==> src/rtl/tone_pkg.sv <==
// Shared types and keypad note table for the tone sequencer.
// Frequencies are integer Hz fed straight to the tone generator.
package tone_pkg;

  localparam int FREQ_W = 32;

  localparam logic [3:0] KEY_REST_LO = 4'd10;
  localparam logic [3:0] KEY_REST_HI = 4'd13;

  typedef enum logic [2:0] {
    IDLE,
    FETCH,
    LOAD,
    PLAY,
    GAP
  } state_e;

  function automatic logic [FREQ_W-1:0] key_freq(
    input logic [3:0] code
  );
    logic [FREQ_W-1:0] f;
    f = '0;
    if (code >= KEY_REST_LO && code <= KEY_REST_HI) begin
      f = '0;
    end else begin
      case (code)
        4'd0:    f = 32'd466;
        4'd1:    f = 32'd261;
        4'd2:    f = 32'd277;
        4'd3:    f = 32'd294;
        4'd4:    f = 32'd311;
        4'd5:    f = 32'd330;
        4'd6:    f = 32'd349;
        4'd7:    f = 32'd370;
        4'd8:    f = 32'd392;
        4'd9:    f = 32'd415;
        4'd14:   f = 32'd440;
        4'd15:   f = 32'd494;
        default: f = '0;
      endcase
    end
    return f;
  endfunction

endpackage

==> src/rtl/note_timer.sv <==
// Loadable down-counter shared by note and gap timing.
// zero is registered and always matches the held count.
module note_timer #(
  parameter int W = 8
) (
  input  logic         clk,
  input  logic         reset,
  input  logic         load,
  input  logic [W-1:0] load_value,
  input  logic         en,
  output logic         zero
);

  logic [W-1:0] cnt_q, cnt_d;
  logic         zero_q, zero_d;

  always_comb begin
    cnt_d = cnt_q;
    if (load) begin
      cnt_d = load_value;
    end else if (en && cnt_q != '0) begin
      cnt_d = cnt_q - W'(1);
    end
    zero_d = (cnt_d == '0);
  end

  always_ff @(posedge clk) begin
    if (reset) begin
      cnt_q  <= '0;
      zero_q <= 1'b1;
    end else begin
      cnt_q  <= cnt_d;
      zero_q <= zero_d;
    end
  end

  assign zero = zero_q;

endmodule

==> src/rtl/tone_sequencer.sv <==
// Drives the tone generator from the keypad or from song ROM playback.
// Song entries are fetched, held for len ticks, then followed by a gap.
module tone_sequencer
  import tone_pkg::*;
#(
  parameter int unsigned TICK_CYCLES = 10_000_000,
  parameter int unsigned GAP_CYCLES  = 500_000,
  parameter int          ADDR_W      = 9,
  parameter int          LEN_W       = 3,
  parameter int unsigned SONG0_BASE  = 0,
  parameter int unsigned SONG1_BASE  = 16
) (
  input  logic              FPGA_CLK1_50,
  input  logic              reset,
  input  logic              key_valid,
  input  logic [3:0]        key_num,
  input  logic              play_song,
  input  logic              song_sel,
  input  logic              stop,
  output logic [ADDR_W-1:0] rom_addr,
  input  logic [31:0]       rom_freq,
  input  logic [LEN_W-1:0]  rom_len,
  input  logic              rom_last,
  output logic [31:0]       desiredFrequency,
  output logic              busy,
  output logic              note_strobe
);

  localparam longint unsigned MAX_PLAY =
    longint'((2 ** LEN_W) - 1) * longint'(TICK_CYCLES);
  localparam longint unsigned MAX_CNT =
    (MAX_PLAY > longint'(GAP_CYCLES)) ? MAX_PLAY : longint'(GAP_CYCLES);
  localparam int CNT_W = $clog2(MAX_CNT + 1);

  localparam logic [CNT_W-1:0] TICK_V = CNT_W'(TICK_CYCLES);
  localparam logic [CNT_W-1:0] GAP_LD =
    CNT_W'((GAP_CYCLES > 0) ? (GAP_CYCLES - 1) : 0);

  state_e              state_q, state_d;
  logic [ADDR_W-1:0]   addr_q, addr_d;
  logic [FREQ_W-1:0]   freq_q, freq_d;
  logic                busy_q, busy_d;
  logic                strobe_q, strobe_d;
  logic                last_q, last_d;

  logic                tmr_load;
  logic [CNT_W-1:0]    tmr_val;
  logic                tmr_en;
  logic                tmr_zero;
  logic [CNT_W-1:0]    play_ld;
  logic                exit_go;

  // Full-width product so the longest note never truncates.
  assign play_ld = CNT_W'(rom_len) * TICK_V - CNT_W'(1);

  always_comb begin
    state_d  = state_q;
    addr_d   = addr_q;
    freq_d   = freq_q;
    busy_d   = busy_q;
    strobe_d = 1'b0;
    last_d   = last_q;
    tmr_load = 1'b0;
    tmr_val  = play_ld;
    tmr_en   = 1'b0;
    exit_go  = 1'b0;

    if (stop && state_q != IDLE) begin
      state_d = IDLE;
      freq_d  = '0;
      busy_d  = 1'b0;
    end else begin
      case (state_q)
        IDLE: begin
          if (play_song && !stop) begin
            addr_d  = song_sel ? ADDR_W'(SONG1_BASE)
                               : ADDR_W'(SONG0_BASE);
            busy_d  = 1'b1;
            freq_d  = '0;
            state_d = FETCH;
          end else begin
            freq_d = key_valid ? key_freq(key_num) : '0;
          end
        end
        FETCH: begin
          state_d = LOAD;
        end
        LOAD: begin
          // Top address acts as end of song; never wrap to 0.
          last_d = rom_last || (addr_q == '1);
          if (rom_len == '0) begin
            if (last_d) begin
              state_d = IDLE;
              busy_d  = 1'b0;
              freq_d  = '0;
            end else begin
              addr_d  = addr_q + ADDR_W'(1);
              state_d = FETCH;
            end
          end else begin
            freq_d   = rom_freq;
            strobe_d = 1'b1;
            tmr_load = 1'b1;
            tmr_val  = play_ld;
            state_d  = PLAY;
          end
        end
        PLAY: begin
          tmr_en = 1'b1;
          if (tmr_zero) begin
            freq_d = '0;
            if (GAP_CYCLES > 0) begin
              tmr_load = 1'b1;
              tmr_val  = GAP_LD;
              state_d  = GAP;
            end else begin
              exit_go = 1'b1;
            end
          end
        end
        GAP: begin
          tmr_en = 1'b1;
          if (tmr_zero) begin
            exit_go = 1'b1;
          end
        end
        default: begin
          state_d = IDLE;
        end
      endcase

      if (exit_go) begin
        if (last_q) begin
          state_d = IDLE;
          busy_d  = 1'b0;
          freq_d  = '0;
        end else begin
          addr_d  = addr_q + ADDR_W'(1);
          state_d = FETCH;
        end
      end
    end
  end

  always_ff @(posedge FPGA_CLK1_50) begin
    if (reset) begin
      state_q  <= IDLE;
      addr_q   <= '0;
      freq_q   <= '0;
      busy_q   <= 1'b0;
      strobe_q <= 1'b0;
      last_q   <= 1'b0;
    end else begin
      state_q  <= state_d;
      addr_q   <= addr_d;
      freq_q   <= freq_d;
      busy_q   <= busy_d;
      strobe_q <= strobe_d;
      last_q   <= last_d;
    end
  end

  note_timer #(
    .W(CNT_W)
  ) u_timer (
    .clk       (FPGA_CLK1_50),
    .reset     (reset),
    .load      (tmr_load),
    .load_value(tmr_val),
    .en        (tmr_en),
    .zero      (tmr_zero)
  );

  assign rom_addr         = addr_q;
  assign desiredFrequency = freq_q;
  assign busy             = busy_q;
  assign note_strobe      = strobe_q;

endmodule

==> config.mk <==
export PLATFORM = sky130hd
export DESIGN_NAME = tone_sequencer
export DESIGN_NICKNAME = d
export VERILOG_FILES = /design/src/rtl/tone_pkg.sv /design/src/rtl/note_timer.sv /design/src/rtl/tone_sequencer.sv
export SDC_FILE = /design/constraint.sdc
export NUM_CORES = 1
export LEC_CHECK = 0
export ABC_CLOCK_PERIOD_IN_PS = 5900
export BUFFER_PORTS_ARGS = -buffer_cell sky130_fd_sc_hd__buf_4
export CAP_MARGIN = 20
export CORE_MARGIN = 3
export CORE_UTILIZATION = 55
export CTS_CLUSTER_DIAMETER = 40
export DETAILED_ROUTE_END_ITERATION = 10
export PLACE_DENSITY = 0.82
export RECOVER_POWER = 50
export SLEW_MARGIN = 20
export SYNTH_ARGS = -nofsm -noshare
export SYNTH_HDL_FRONTEND = slang
export SYNTH_SLANG_ARGS = --single-unit
==> constraint.sdc <==
create_clock -name FPGA_CLK1_50 -period 5.9 [get_ports FPGA_CLK1_50]
set_input_delay 0.295 -clock FPGA_CLK1_50 [delete_from_list [all_inputs] [get_ports FPGA_CLK1_50]]
set_output_delay 0.295 -clock FPGA_CLK1_50 [all_outputs]
set_load 0.01 [all_outputs]
**Word level (Yosys, flattened, before mapping)**

Memory sizes are Yosys's and may differ from the RTL's.
Index checks and enable logic that the tools add are counted.

- Flip-flop bits (word level): 75
- ROM bits: 144
- Input port bits: 46
- Output and inout port bits: 43
- Memories: 1

Memories:

| name | words | width | read ports | clocked after Yosys merged registers in | wr ports | RTL line | source |
|---|---|---|---|---|---|---|---|
| (name not given) | 16 | 9 | 1 | 0 | 0 | tone_pkg.sv:26 | `case (code)` |

- Add/subtract/negate cells: 3
- Multiply operators: 1
- Magnitude comparators: 2
- Equality and inequality tests: 8
- Multiplexer cells: 42
- Bitwise logic cells: 2
- Reductions and logical operators: 16

Operators by type and width:

| kind | count |
|---|---|
| 2-to-1 mux 32 bit | 8 |
| 2-to-1 mux 27 bit | 5 |
| one-hot mux 32 bit (3 select lines) | 1 |
| subtractor 27 x 1 -> 27 bit, second input constant | 2 |
| 2-to-1 mux 9 bit | 5 |
| zero test 27 bit | 1 |
| nonzero test 27 bit | 1 |
| multiplier 3 x 17 -> 20 bit, second input constant | 1 |
| one-hot mux 9 bit (2 select lines) | 1 |
| one-hot mux 3 bit (5 select lines) | 1 |
| 2-to-1 mux 1 bit | 14 |
| 2-to-1 mux 3 bit | 4 |
| adder 9 x 1 -> 9 bit, second input constant | 1 |
| == test 9 bit, second input constant | 1 |
| == test 3 x 2 -> 1 bit, second input constant | 2 |
| zero test 3 bit | 2 |
| 2-to-1 mux 5 bit | 1 |
| >= comparator 4 bit, second input constant | 1 |
| <= comparator 4 bit, second input constant | 1 |
| logical AND 1 bit | 4 |
| one-hot mux 1 bit (2 select lines) | 2 |
| OR reduction 2 bit | 2 |
| == test 3 x 1 -> 1 bit, second input constant | 1 |
| == test 3 bit, second input constant | 1 |
| other kinds (10) | 11 |

**Depth between registers and ports, before layout**

Gate-level depths: netlist of run 1.

- Depth in word-level cells: 8
- Depth in mapped cells: 15

**Modules after synthesis**

From an unflattened synthesis of run 1, not the netlist that was laid out.

- Cells, all modules: 684
- Area, all modules: 5225.0 µm²

Modules (own cells, without submodules):

| module | instances | cells an instance | area each (µm²) | seq. area each (µm²) |
|---|---|---|---|---|
| tone_sequencer | 1 | 416 | 3224.3 | 940.9 |
| note_timer | 1 | 268 | 2000.7 | 560.5 |

**Worst setup path before layout of run 1**

Ideal clock, no wire load.

- Path type: input to register
- Start point: in rom_len[1]
- End point: reg u_timer.zero_q, in the netlist u_timer.zero
- Library setup time: 0.116 ns
- Data arrival time: 3.374 ns
- Required time: 5.784 ns
- Path slack: 2.410 ns
- Cell stages on the path: 15
- Cells stage by stage: clkbuf_1 inv_1 ha_1 buf_2 nand2_1 fa_1 or3b_2 nor3_1 nor2b_1 nand3_1 a211oi_1 nor3_2 nand4_1 nor4_1 a41o_1

- Longest elaborated chain between the ends: 7
- Elaborated cells between the ends (all ways): 11
- Those cells by class: add/sub (1); mul (1); mux (7); reduce/logical (2)

Ends and longest elaborated chain:

| element | RTL line | source |
|---|---|---|
| start, declared | tone_sequencer.sv:22 | `input logic [LEN_W-1:0] rom_len,` |
| multiplier 3 x 17 -> 20 bit | tone_sequencer.sv:54 | `assign play_ld = CNT_W'(rom_len) * TICK_V - CNT_W'(1);` |
| subtractor 27 x 1 -> 27 bit | tone_sequencer.sv:54 |  |
| 2-to-1 mux 27 bit | tone_sequencer.sv:110 | `if (tmr_zero) begin` |
| 2-to-1 mux 27 bit | n/a |  |
| 2-to-1 mux 27 bit | tone_sequencer.sv:68 | `if (stop && state_q != IDLE) begin` |
| 2-to-1 mux 27 bit * | note_timer.sv:19 | `if (load) begin` |
| zero test 27 bit * | note_timer.sv:24 | `zero_d = (cnt_d == '0);` |
| end signal, assigned | note_timer.sv:33 | `zero_q <= zero_d;` |
| end, declared | note_timer.sv:15 | `logic zero_q, zero_d;` |

Every way passes the cells marked *; elsewhere a longest branch is shown, timed or not.
A chain may end at the register's enable or synchronous reset.

**Final worst setup path of run 1**

- Start point: reg u_timer.cnt_q[16]
- End point: reg u_timer.zero_q, in the netlist u_timer.zero

- Longest elaborated chain between the ends: 5
- Elaborated cells between the ends (all ways): 6
- Those cells by class: add/sub (1); mux (2); reduce/logical (3)

Ends and longest elaborated chain:

| element | RTL line | source |
|---|---|---|
| start, declared | note_timer.sv:14 | `logic [W-1:0] cnt_q, cnt_d;` |
| start signal, assigned | note_timer.sv:32 | `cnt_q <= cnt_d;` |
| branches (longest 2 deep; another with subtractor 27 x 1 -> 27 bit) | n/a |  |
| 2-to-1 mux 27 bit * | note_timer.sv:21 | `end else if (en && cnt_q != '0) begin` |
| 2-to-1 mux 27 bit * | note_timer.sv:19 |  |
| zero test 27 bit * | note_timer.sv:24 |  |

Every way passes the cells marked *.

==> qor.yml, run 1 <==
outcome: "finished with violations"
violations: "max-capacitance violations, max-slew violations"
cts_max_level: 3
avgSynthCellArea_sq_um: 7.92
wl_met2_mm: 5.98
rsz0062_at_grt: "false"
tns_ns: 0
nets: 740
async_flop_share: 0
critPathMaxFanout: 18
die_w_um: 99.1
synth.most_common_cell: "nor2_1"
critical_path_arrival_ns: 4.67
switching_share: 0.345
yosysTopAreaCellShare: 0.315
drv_slew: 19
cts_tree: "yes"
clkTransAtPathRegs_ns: 0.09
synth.yosys.seq_area_share: 0.315
grtUsageTotal: 0.255
nFillCells: 763
grt_pass1_vias: 4316
gp_congestion: 1.00
first_iter_violations: 405
cp-end-kind: "register"
p_comb_frac: 0.267
ir_drop_v: 0.000123
synthCells: 602
drive_gt1_frac: 0.124
path_class: "register to register"
multiInputGateArea_sq_um: 3070
tightest_slew_ns: 1.78
antenna_left: 0
setup_viol: 0
syn-num-nets: 671
antenna_found_initial: 0
io_pins: 89
overflow: 0
p_int_mw: 0.884
relSlewSlack: -0.198
dr.max_layer_used: "met4"
yosysTopAreaCell: "dfxtp_1"
totalWireLength_mm: 12.7
numPortBuffers: 88
cts_setup_buffers: 0
critPathLaunch: "u_timer.cnt_q[16]"
grt_pass1_wl_mm: 20.8
cts_buffer_depth: 2
grt_max_degree: 40
area_growth_syn_to_layout_pct: 15.0
cts_root_buf: "clkbuf_8"
synth_common_cells: "nor2_1 (95), dfxtp_1 (75), a21oi_1 (46)"
cts_buffers: 9
seqCellArea_sq_um: 1500
viasPerCell: 6.01
dpl-instance-area_sq_um: 5440
die_h_um: 99.1
fin_skew_ns: 0.0149
p_switching_mw: 0.466
fin_crit_sh: 0.741
synth_cell_types: 68
finalCriticalPeriod_ns: 4.37
synthesis.area_sq_um: 4770
ys_seq_elements: 75
dieArea_sq_um: 9820
clock-sinks: 75
final_hold_viol_count: 0
synth_edf_count: 0
required_ns: 6.20
fmax_mhz: 229
cts_resized: 0
critPathLaunchType: "register"
rr_startpoint: "u_timer.cnt_q[16]"
core_sq_um: 8300
drv_cap: 1
ys.flop_type: "dfxtp_1"
start_util: 0.574
hp-class: "input pin to register"
wire_per_inst_um: 16.3
rows: 33
design_area_sq_um: 5480
wl_met3_um: 724
via_count: 4693
leakage_nw: 2.12
n_antenna_cell: 0
clockPowerShare: 0.319
yosysWarnings: 0
wl_met1_mm: 5.78
synth_area_leaders: "dfxtp_1 (32%), nor2_1 (7.5%), ha_1 (5.8%), a22oi_1 (5.0%), a21oi_1 (4.8%)"
first_pass_iters: 8
fin_util: 0.660
hold_buffers: 0
detailed_place_hpwl_mm: 9.44
drc: 0
powerDensity_nw_per_um2: 246
clock_latency_ns: 0.36
p_seq_frac: 0.414
hold_path.startpoint: "rom_freq[16]"
[cell families after synthesis]
| group | Yosys count | synth area share |
|---|---|---|
| AND/OR/NAND/NOR | 252 | 0.269 |
| AO/OA/AOI/OAI | 157 | 0.219 |
| flip-flops | 75 | 0.315 |
| buffers and inverters | 44 | 0.0391 |
| XOR/XNOR | 43 | 0.0790 |
| adder cells (fa/ha/maj) | 23 | 0.0620 |
| multiplexers | 8 | 0.0173 |
[layer usage]
layer | up-vias | track usage
met5 | - | 0
li1 | 2306 | -
met4 | 0 | 0.0788
met3 | 20 | 0.0467
met2 | 175 | 0.399
met1 | 2192 | 0.358
[per-stage QoR]
step	instances	setup WS, ns	total power [mW]	hold WS [ns]
after floorplan	602	2.41	0.831	0.458
after global placement	765	2.28	0.929	0.475
after detailed placement	765	2.14	0.936	0.487
after CTS	781	2.51	1.36	0.174
after global routing	781	1.20	1.42	0.183
final	781	1.53	1.35	0.179
[cells in the final DEF, fill, tap and decap left out, drive strengths merged, types with 3 or more instances in the layout]
| cell | Yosys | routed |
|---|---|---|
| nor2 | 96 | 96 |
| dfxtp | 75 | 75 |
| clkbuf | 28 | 53 |
| buf | 5 | 47 |
| a21oi | 46 | 46 |
| nand2 | 36 | 36 |
| a22oi | 33 | 33 |
| o21ai | 32 | 32 |
| nor3 | 26 | 26 |
| xor2 | 22 | 22 |
| ha | 22 | 22 |
| xnor2 | 21 | 21 |
| nand3 | 20 | 20 |
| inv | 11 | 14 |
| nor2b | 12 | 12 |
| nor3b | 9 | 9 |
| nor4 | 9 | 9 |
| and3 | 7 | 7 |
| nand2b | 7 | 7 |
| mux2i | 6 | 6 |
| or3 | 6 | 6 |
| a222oi | 6 | 6 |
| or2 | 5 | 5 |
| o22ai | 4 | 4 |
| nand4 | 4 | 4 |
| a21o | 3 | 3 |
| and2 | 3 | 3 |
| a2bb2oi | 3 | 3 |
| o32ai | 3 | 3 |
| nand4b | 3 | 3 |
| clkinv | 0 | 3 |
[worst max-delay path, stage by stage, from the launching register on]
cell and delay, ns:
dfxtp_1 0.35, nor4_1 0.58, nand4b_1 0.34, o21ai_0 1.44
or2_1 0.45, or3_1 0.17, xor2_1 0.24, nand4_1 0.15
nor4bb_1 0.36, a41o_1 0.22
[worst paths after layout]
path | end | slack [ns] | cells past startpoint
worst max register to register | u_timer.zero | 1.53 | 9
worst min-delay path | desiredFrequency[16] | 0.18 | 3
worst min register to register | desiredFrequency[16] | 0.50 | 2
worst max-delay path | u_timer.zero | 1.53 | 9
[final cells by class]
type                    count  share of cell area
repair buffers             91              0.0945
flip-flops and latches     75               0.274
clock inverters             7              0.0173
well taps                 105              0.0240
inverters                  11             0.00753
multi-input cells         483               0.560
clock buffers               9              0.0226
[power by group through the flow]
stage	clock, mW	sequential (mW)	combinational (mW)
after floorplan	0	0.565	0.267
after global placement	0	0.569	0.360
after detailed placement	0	0.570	0.366
after CTS	0.436	0.558	0.368
after global routing	0.460	0.563	0.396
final	0.431	0.559	0.360
[flip-flops by register name, summed over array words and instances, names as in the netlist]
signal / count
u_timer.cnt_q: 27
u_timer.zero: 1
busy: 1
note_strobe: 1
desiredFrequency: 32
state_q: 3
last_q: 1
rom_addr: 9
No activity file was read; power rests on OpenSTA's default activity.
==> inputs of run 2 (changes only) <==
--- a/config.mk
+++ b/config.mk
@@ -5,14 +5,14 @@
 export SDC_FILE = /design/constraint.sdc
 export NUM_CORES = 1
 export LEC_CHECK = 0
-export ABC_CLOCK_PERIOD_IN_PS = 5900
+export ABC_CLOCK_PERIOD_IN_PS = 3950
 export BUFFER_PORTS_ARGS = -buffer_cell sky130_fd_sc_hd__buf_4
 export CAP_MARGIN = 20
 export CORE_MARGIN = 3
-export CORE_UTILIZATION = 55
+export CORE_UTILIZATION = 51
 export CTS_CLUSTER_DIAMETER = 40
 export DETAILED_ROUTE_END_ITERATION = 10
-export PLACE_DENSITY = 0.82
+export PLACE_DENSITY = 0.8
 export RECOVER_POWER = 50
 export SLEW_MARGIN = 20
 export SYNTH_ARGS = -nofsm -noshare
==> constraint.sdc (replaced) <==
create_clock -name FPGA_CLK1_50 -period 3.95 [get_ports FPGA_CLK1_50]
set_input_delay 0.1975 -clock FPGA_CLK1_50 [delete_from_list [all_inputs] [get_ports FPGA_CLK1_50]]
set_output_delay 0.1975 -clock FPGA_CLK1_50 [all_outputs]
set_load 0.01 [all_outputs]
==> run 2 against run 1 <==
- the run now ends clean
- maximum frequency up 26%
- via count rose by 0.15%
- final cell count rose by 0.51%
- sequential power up 50%
- total power increased by 45%
- clock skew fell by 0.0032 ns
- combinational power grew 51%
- non-clock buffer count grew 1
- clock power is 35% higher
- global-route usage fell by 0.90 points
- register-to-register slack lost 1.1 ns
- critical path type unchanged
==> qor.yml, run 2 (synthesis gave the netlist of run 1 again) <==
outcome: "finished, final reports clean"  # was finished with violations
drc: 0  # unchanged
grt_pass1_wl_mm: 21.1  # was 20.8 mm
cts_max_level: 3  # unchanged
antenna_left: 0  # unchanged
p_int_mw: 1.26  # was 0.884 mW
leakage_nw: 2.10  # was 2.12 nW
drive_gt1_frac: 0.124  # about the same
setup_viol: 0  # unchanged
critPathMaxFanout: 18  # unchanged
fmax_mhz: 288  # was 229 MHz
rows: 34  # was 33
cts_resized: 0  # unchanged
critical_path_arrival_ns: 3.78  # was 4.67 ns
start_util: 0.536  # was 0.574
hp-class: "input pin to register"  # unchanged
path_class: "register to register"  # unchanged
cts_tree: "yes"  # unchanged
relSlewSlack: 0.0465  # was -0.198
numPortBuffers: 88  # unchanged
tns_ns: 0  # unchanged
ir_drop_v: 0.000158  # was 0.000123 V
area_growth_syn_to_layout_pct: 14.8  # was 15.0%
crit_end: "u_timer.zero"  # unchanged
max_stage_delay_ns: 0.49  # was 1.44 ns
critPathLaunchType: "register"  # unchanged
first_iter_violations: 409  # was 405
p_seq_frac: 0.426  # was 0.414
final_hold_viol_count: 0  # unchanged
dieArea_sq_um: 10500  # was 9820 sq um
powerDensity_nw_per_um2: 359  # was 246 nW/um^2
rr_startpoint: "u_timer.cnt_q[0]"  # was u_timer.cnt_q[16]
regToRegSetupSlack_ns: 0.47  # was 1.53 ns
nFillCells: 847  # was 763
cts_buffer_depth: 2  # unchanged
required_ns: 4.25  # was 6.20 ns
viasPerCell: 5.99  # was 6.01
switching_share: 0.360  # was 0.345
grtUsageTotal: 0.246  # was 0.255
final_common_cell: "nor2_1"  # unchanged
cp_cell_sequence: "inv_1 > ha_1 > nor4b_1 > nand4b_4 > o21ai_4 > or2_1 > or3_1 > xor2_1 > nand4_1 > nor4bb_1 > a41o_1"  # was nor4_1 > nand4b_1 > o21ai_0 > or2_1 > or3_1 > xor2_1 > nand4_1 > nor4bb_1 > a41o_1
grt_pass1_vias: 4315  # was 4,316
p_comb_frac: 0.278  # was 0.267
grt_max_degree: 40  # unchanged
antenna_found_initial: 0  # unchanged
cp_slowest_cell: "nor4b_1"  # was o21ai_0
hold_buffers: 0  # unchanged
finalCriticalPeriod_ns: 3.48  # was 4.37 ns
fin_skew_ns: 0.0117  # was 0.0149 ns
p_switching_mw: 0.706  # was 0.466 mW
fin_util: 0.615  # was 0.660
cp-end-kind: "register"  # unchanged
drv_cap: 0  # was 1
tightest_slew_ns: 1.43  # was 1.78 ns
layout_common_cells: "nor2_1 (95), dfxtp_1 (75), buf_4 (47)"  # unchanged
wire_per_inst_um: 16.7  # was 16.3 um
via_count: 4700  # was 4,693
critPathLaunch: "u_timer.cnt_q[0]"  # was u_timer.cnt_q[16]
detailed_place_hpwl_mm: 9.76  # was 9.44 mm
rsz0062_at_grt: "false"  # unchanged
clock-sinks: 75  # unchanged
drv_slew: 0  # was 19
largest_reg_flops: 32  # unchanged
fin_total_pwr_mw: 1.96  # was 1.35 mW
clkTransAtPathRegs_ns: 0.10  # was 0.09 ns
core_sq_um: 8890  # was 8300 sq um
gp_congestion: 0.965  # was 1.00
cts_buffers: 9  # unchanged
die_w_um: 103  # was 99.1 um
totalWireLength_mm: 13.1  # was 12.7 mm
fin_crit_sh: 0.880  # was 0.741
first_pass_iters: 6  # was 8
n_antenna_cell: 0  # unchanged
reg2regPathDepth: 11  # was 9
reg2reg_to: "u_timer.zero"  # unchanged
io_pins: 89  # unchanged
die_h_um: 103  # was 99.1 um
cts_root_buf: "clkbuf_8"  # unchanged
clock_latency_ns: 0.36  # about the same
nets: 741  # was 740
clockPowerShare: 0.296  # was 0.319
cts_setup_buffers: 0  # unchanged
overflow: 0  # unchanged
-- run 2: cell types whose count changed in the layout (fill, tap and decap cells not counted) --
cell and delta:
inv_8 +1, o21ai_2 -1, o21ai_4 +1, clkinv_8 -1
inv_6 +1, clkinvlp_4 +1, clkbuf_1 +1, clkinv_4 -1
bufinv_16 -1
-- run 2: worst min-delay path by stage --
stage | start | end | depth (start not counted)
after global placement | rom_freq[28] | desiredFrequency[28] | 3
after CTS | rom_freq[10] | desiredFrequency[10] | 3
after global routing | rom_freq[13] | desiredFrequency[13] | 3
after detailed placement | rom_freq[31] | desiredFrequency[31] | 3
final | rom_freq[18] | desiredFrequency[18] | 3
after floorplan | rom_freq[10] | desiredFrequency[10] | 2
-- run 2: cell type report --
class | instances | area, sq um | area share
flip-flops and latches | 75 | 1500 | 0.275
clock buffers | 9 | 124 | 0.0226
inverters | 11 | 41.3 | 0.00755
repair buffers | 92 | 522 | 0.0954
multi-input cells | 483 | 3080 | 0.563
clock inverters | 7 | 67.6 | 0.0124
well taps | 108 | 135 | 0.0247
-- run 2: routing by layer --
layer	vias up	global-route usage	wire length, um
li1	2310	-	-
met1	2197	0.336	5740
met2	177	0.402	6420
met3	16	0.0379	778
met4	0	0.0747	172
met5	-	0	0
-- run 2: stage by stage --
| step | hold slack [ns] | cells | setup slack, ns | instance area, sq um |
|---|---|---|---|---|
| 2_1_floorplan | 0.360 | 602 | 0.557 | 4770 |
| 3_5_place_dp | 0.455 | 769 | 0.297 | 5450 |
| 4_1_cts | 0.0772 | 785 | 0.540 | 5640 |
| 5_1_grt | 0.0884 | 785 | 0.126 | 5470 |
| 3_3_place_gp | 0.444 | 769 | 0.427 | 5450 |
| 6_report | 0.0821 | 785 | 0.474 | 5470 |
-- run 2: power by group through the flow --
stage,sequential [mW],combinational (mW),clock (mW)
3_5_place_dp,0.853,0.552,0
3_3_place_gp,0.851,0.542,0
5_1_grt,0.842,0.602,0.618
4_1_cts,0.836,0.555,0.587
6_report,0.837,0.545,0.580
2_1_floorplan,0.844,0.398,0
-- run 2: critical path, delay by kind of cell (launching register included) --
kind,cells,cell delay [ns]
simple gates,6,1.78
compound gates,2,0.65
flops,1,0.36
xor+xnor,1,0.32
fa+ha+maj,1,0.20
buf+inv,1,0.13
==> inputs of run 3 (changes only) <==
--- a/config.mk
+++ b/config.mk
@@ -8,6 +8,7 @@
 export ABC_CLOCK_PERIOD_IN_PS = 3950
 export BUFFER_PORTS_ARGS = -buffer_cell sky130_fd_sc_hd__buf_4
 export CAP_MARGIN = 20
+export CORE_ASPECT_RATIO = 1.2
 export CORE_MARGIN = 3
 export CORE_UTILIZATION = 51
 export CTS_CLUSTER_DIAMETER = 40
==> run 3 against run 2 <==
- the run now ends with max-capacitance violations, max-slew violations left
- count of clock-buffer cells in the layout unchanged
- critical path depth did not move
- flip-flop and latch count stayed put
- clock power is 6.9% higher
- die area is essentially flat
- sequential power about the same
- combinational power about the same
- sequential share of layout area decreased by 0.25 points
- maximum frequency grew 6.6%
- critical path type unchanged
- largest cell class unchanged
==> qor.yml, run 3 (synthesis gave the netlist of run 1 again) <==
path_class: "register to register"  # unchanged
n_antenna_cell: 0  # unchanged
fin_skew_ns: 0.0122  # was 0.0117 ns
viasPerCell: 5.92  # was 5.99
placed_cells: 783  # was 769
cts_tree: "yes"  # unchanged
critical_path_arrival_ns: 3.57  # was 3.78 ns
final_cells: 799  # was 785
cp_cell_sequence: "inv_1 > ha_1 > nor4b_1 > nand4b_4 > o21ai_4 > or2_1 > or3_1 > xor2_1 > nand4_1 > nor4bb_1 > a41o_1"  # unchanged
rows: 38  # was 34
core_sq_um: 9080  # was 8890 sq um
nets: 743  # was 741
die_h_um: 112  # was 103 um
powerDensity_nw_per_um2: 363  # was 359 nW/um^2
cts_resized: 0  # unchanged
cts_buffer_depth: 2  # unchanged
dieArea_sq_um: 10500  # about the same
path_buf_inv: 1  # unchanged
pre_cts_slack_ns: 0.441  # was 0.297 ns
cts_root_buf: "clkbuf_8"  # unchanged
clock-sinks: 75  # unchanged
critPathLaunchType: "register"  # unchanged
cp_slowest_cell: "nor4b_1"  # unchanged
finalCriticalPeriod_ns: 3.26  # was 3.48 ns
grt_pass1_vias: 4374  # was 4,315
gp_congestion: 0.929  # was 0.965
largest_reg_flops: 32  # unchanged
p_switching_mw: 0.688  # was 0.706 mW
critPathMaxFanout: 13  # was 18
clockPowerShare: 0.310  # was 0.296
clkTransAtPathRegs_ns: 0.09  # was 0.10 ns
fin_total_pwr_mw: 2.00  # was 1.96 mW
hp-class: "input pin to register"  # unchanged
tns_ns: 0  # unchanged
clock_latency_ns: 0.36  # about the same
wire_per_inst_um: 16.1  # was 16.7 um
rsz0062_at_grt: "false"  # unchanged
outcome: "finished with violations"  # was finished, final reports clean
numPortBuffers: 88  # unchanged
cts_max_level: 3  # unchanged
p_seq_frac: 0.417  # was 0.426
antenna_found_initial: 0  # unchanged
drv_slew: 34  # was 0
regToRegSetupSlack_ns: 0.69  # was 0.47 ns
via_count: 4731  # was 4,700
cts_buffers: 9  # unchanged
drv_cap: 1  # was 0
overflow: 0  # unchanged
cts_setup_buffers: 0  # unchanged
grt_max_degree: 40  # unchanged
hold_buffers: 0  # unchanged
cp-end-kind: "register"  # unchanged
die_w_um: 94.2  # was 103 um
tightest_slew_ns: 2.08  # was 1.43 ns
area_growth_syn_to_layout_pct: 15.8  # was 14.8%
required_ns: 4.26  # was 4.25 ns
layout_common_cells: "nor2_1 (96), dfxtp_1 (75), buf_4 (50)"  # was nor2_1 (95), dfxtp_1 (75), buf_4 (47)
p_int_mw: 1.31  # was 1.26 mW
first_iter_violations: 345  # was 409
antenna_left: 0  # unchanged
p_comb_frac: 0.273  # was 0.278
leakage_nw: 2.12  # was 2.10 nW
first_pass_iters: 5  # was 6
max_stage_delay_ns: 0.49  # about the same
final_hold_viol_count: 0  # unchanged
switching_share: 0.343  # was 0.360
io_pins: 89  # unchanged
grtUsageTotal: 0.240  # was 0.246
ir_drop_v: 0.000189  # was 0.000158 V
drive_gt1_frac: 0.128  # was 0.124
path_delay_family: "simple AND/OR/NAND/NOR gates"  # unchanged
start_util: 0.525  # was 0.536
detailed_place_hpwl_mm: 9.63  # was 9.76 mm
totalWireLength_mm: 12.9  # was 13.1 mm
drc: 0  # unchanged
nFillCells: 877  # was 847
relSlewSlack: -0.389  # was 0.0465
violations: "max-capacitance violations, max-slew violations"
layout_setup_ws_ns: 0.690  # was 0.474 ns
fin_crit_sh: 0.825  # was 0.880
final_common_cell: "nor2_1"  # unchanged
grt_pass1_wl_mm: 20.5  # was 21.1 mm
fmax_mhz: 307  # was 288 MHz
setup_viol: 0  # unchanged
hold_slack_ns: 0.0784  # was 0.0821 ns
[run 3: cell types whose count changed in the layout (fill, tap and decap cells not counted), sizes merged]
| cell | previous run | this run |
|---|---|---|
| buf | 47 | 50 |
| bufinv | 0 | 1 |
| clkbuf | 54 | 53 |
| clkinv | 1 | 0 |
| clkinvlp | 1 | 2 |
| inv | 16 | 15 |
[run 3: area by class of cell]
| cell class | instances | area [sq um] | area share |
|---|---|---|---|
| inverter | 11 | 41.3 | 0.00748 |
| sequential | 75 | 1500 | 0.272 |
| tap | 120 | 150 | 0.0272 |
| clock buffer | 9 | 124 | 0.0224 |
| multi-input combinational | 483 | 3080 | 0.558 |
| clock inverter | 7 | 82.6 | 0.0150 |
| timing repair buffer | 94 | 541 | 0.0979 |
[run 3: metrics by stage]
stage	utilization	area, sq um
2_1_floorplan	-	4770
3_3_place_gp	0.604	5480
3_5_place_dp	0.604	5490
4_1_cts	0.627	5690
5_1_grt	0.608	5520
6_report	0.608	5520
[run 3: path summary, 6_finish.rpt]
kind | start | to | cells past startpoint
max | u_timer.cnt_q[0] | u_timer.zero | 11
max reg2reg | u_timer.cnt_q[0] | u_timer.zero | 11
min | rom_freq[24] | desiredFrequency[24] | 3
min reg2reg | rom_addr[8] | rom_addr[8] | 2
[run 3: worst min-delay path, delay by kind of cell]
| family | cells | cell delay (ns) |
|---|---|---|
| and+or+nand+nor | 1 | 0.08 |
| AOI/OAI and AO/OA | 1 | 0.06 |
| buffers and inverters | 1 | 0.08 |
[run 3: layer usage]
metal / vias to the layer above / share of wire / GRT usage / wire length (um)
li1: 2319 / - / - / -
met1: 2215 / 0.42 / 0.291 / 5460
met5: - / 0 / 0 / 0
met4: 0 / 0.026 / 0.0915 / 333
met2: 176 / 0.48 / 0.417 / 6210
met3: 21 / 0.066 / 0.0412 / 851
[run 3: power groups by stage]
stage,combinational [mW],clock (mW),sequential (mW)
global route,0.605,0.662,0.840
global placement,0.543,0,0.851
floorplan,0.398,0,0.844
detailed placement,0.555,0,0.852
finish,0.547,0.620,0.835
CTS,0.557,0.630,0.834
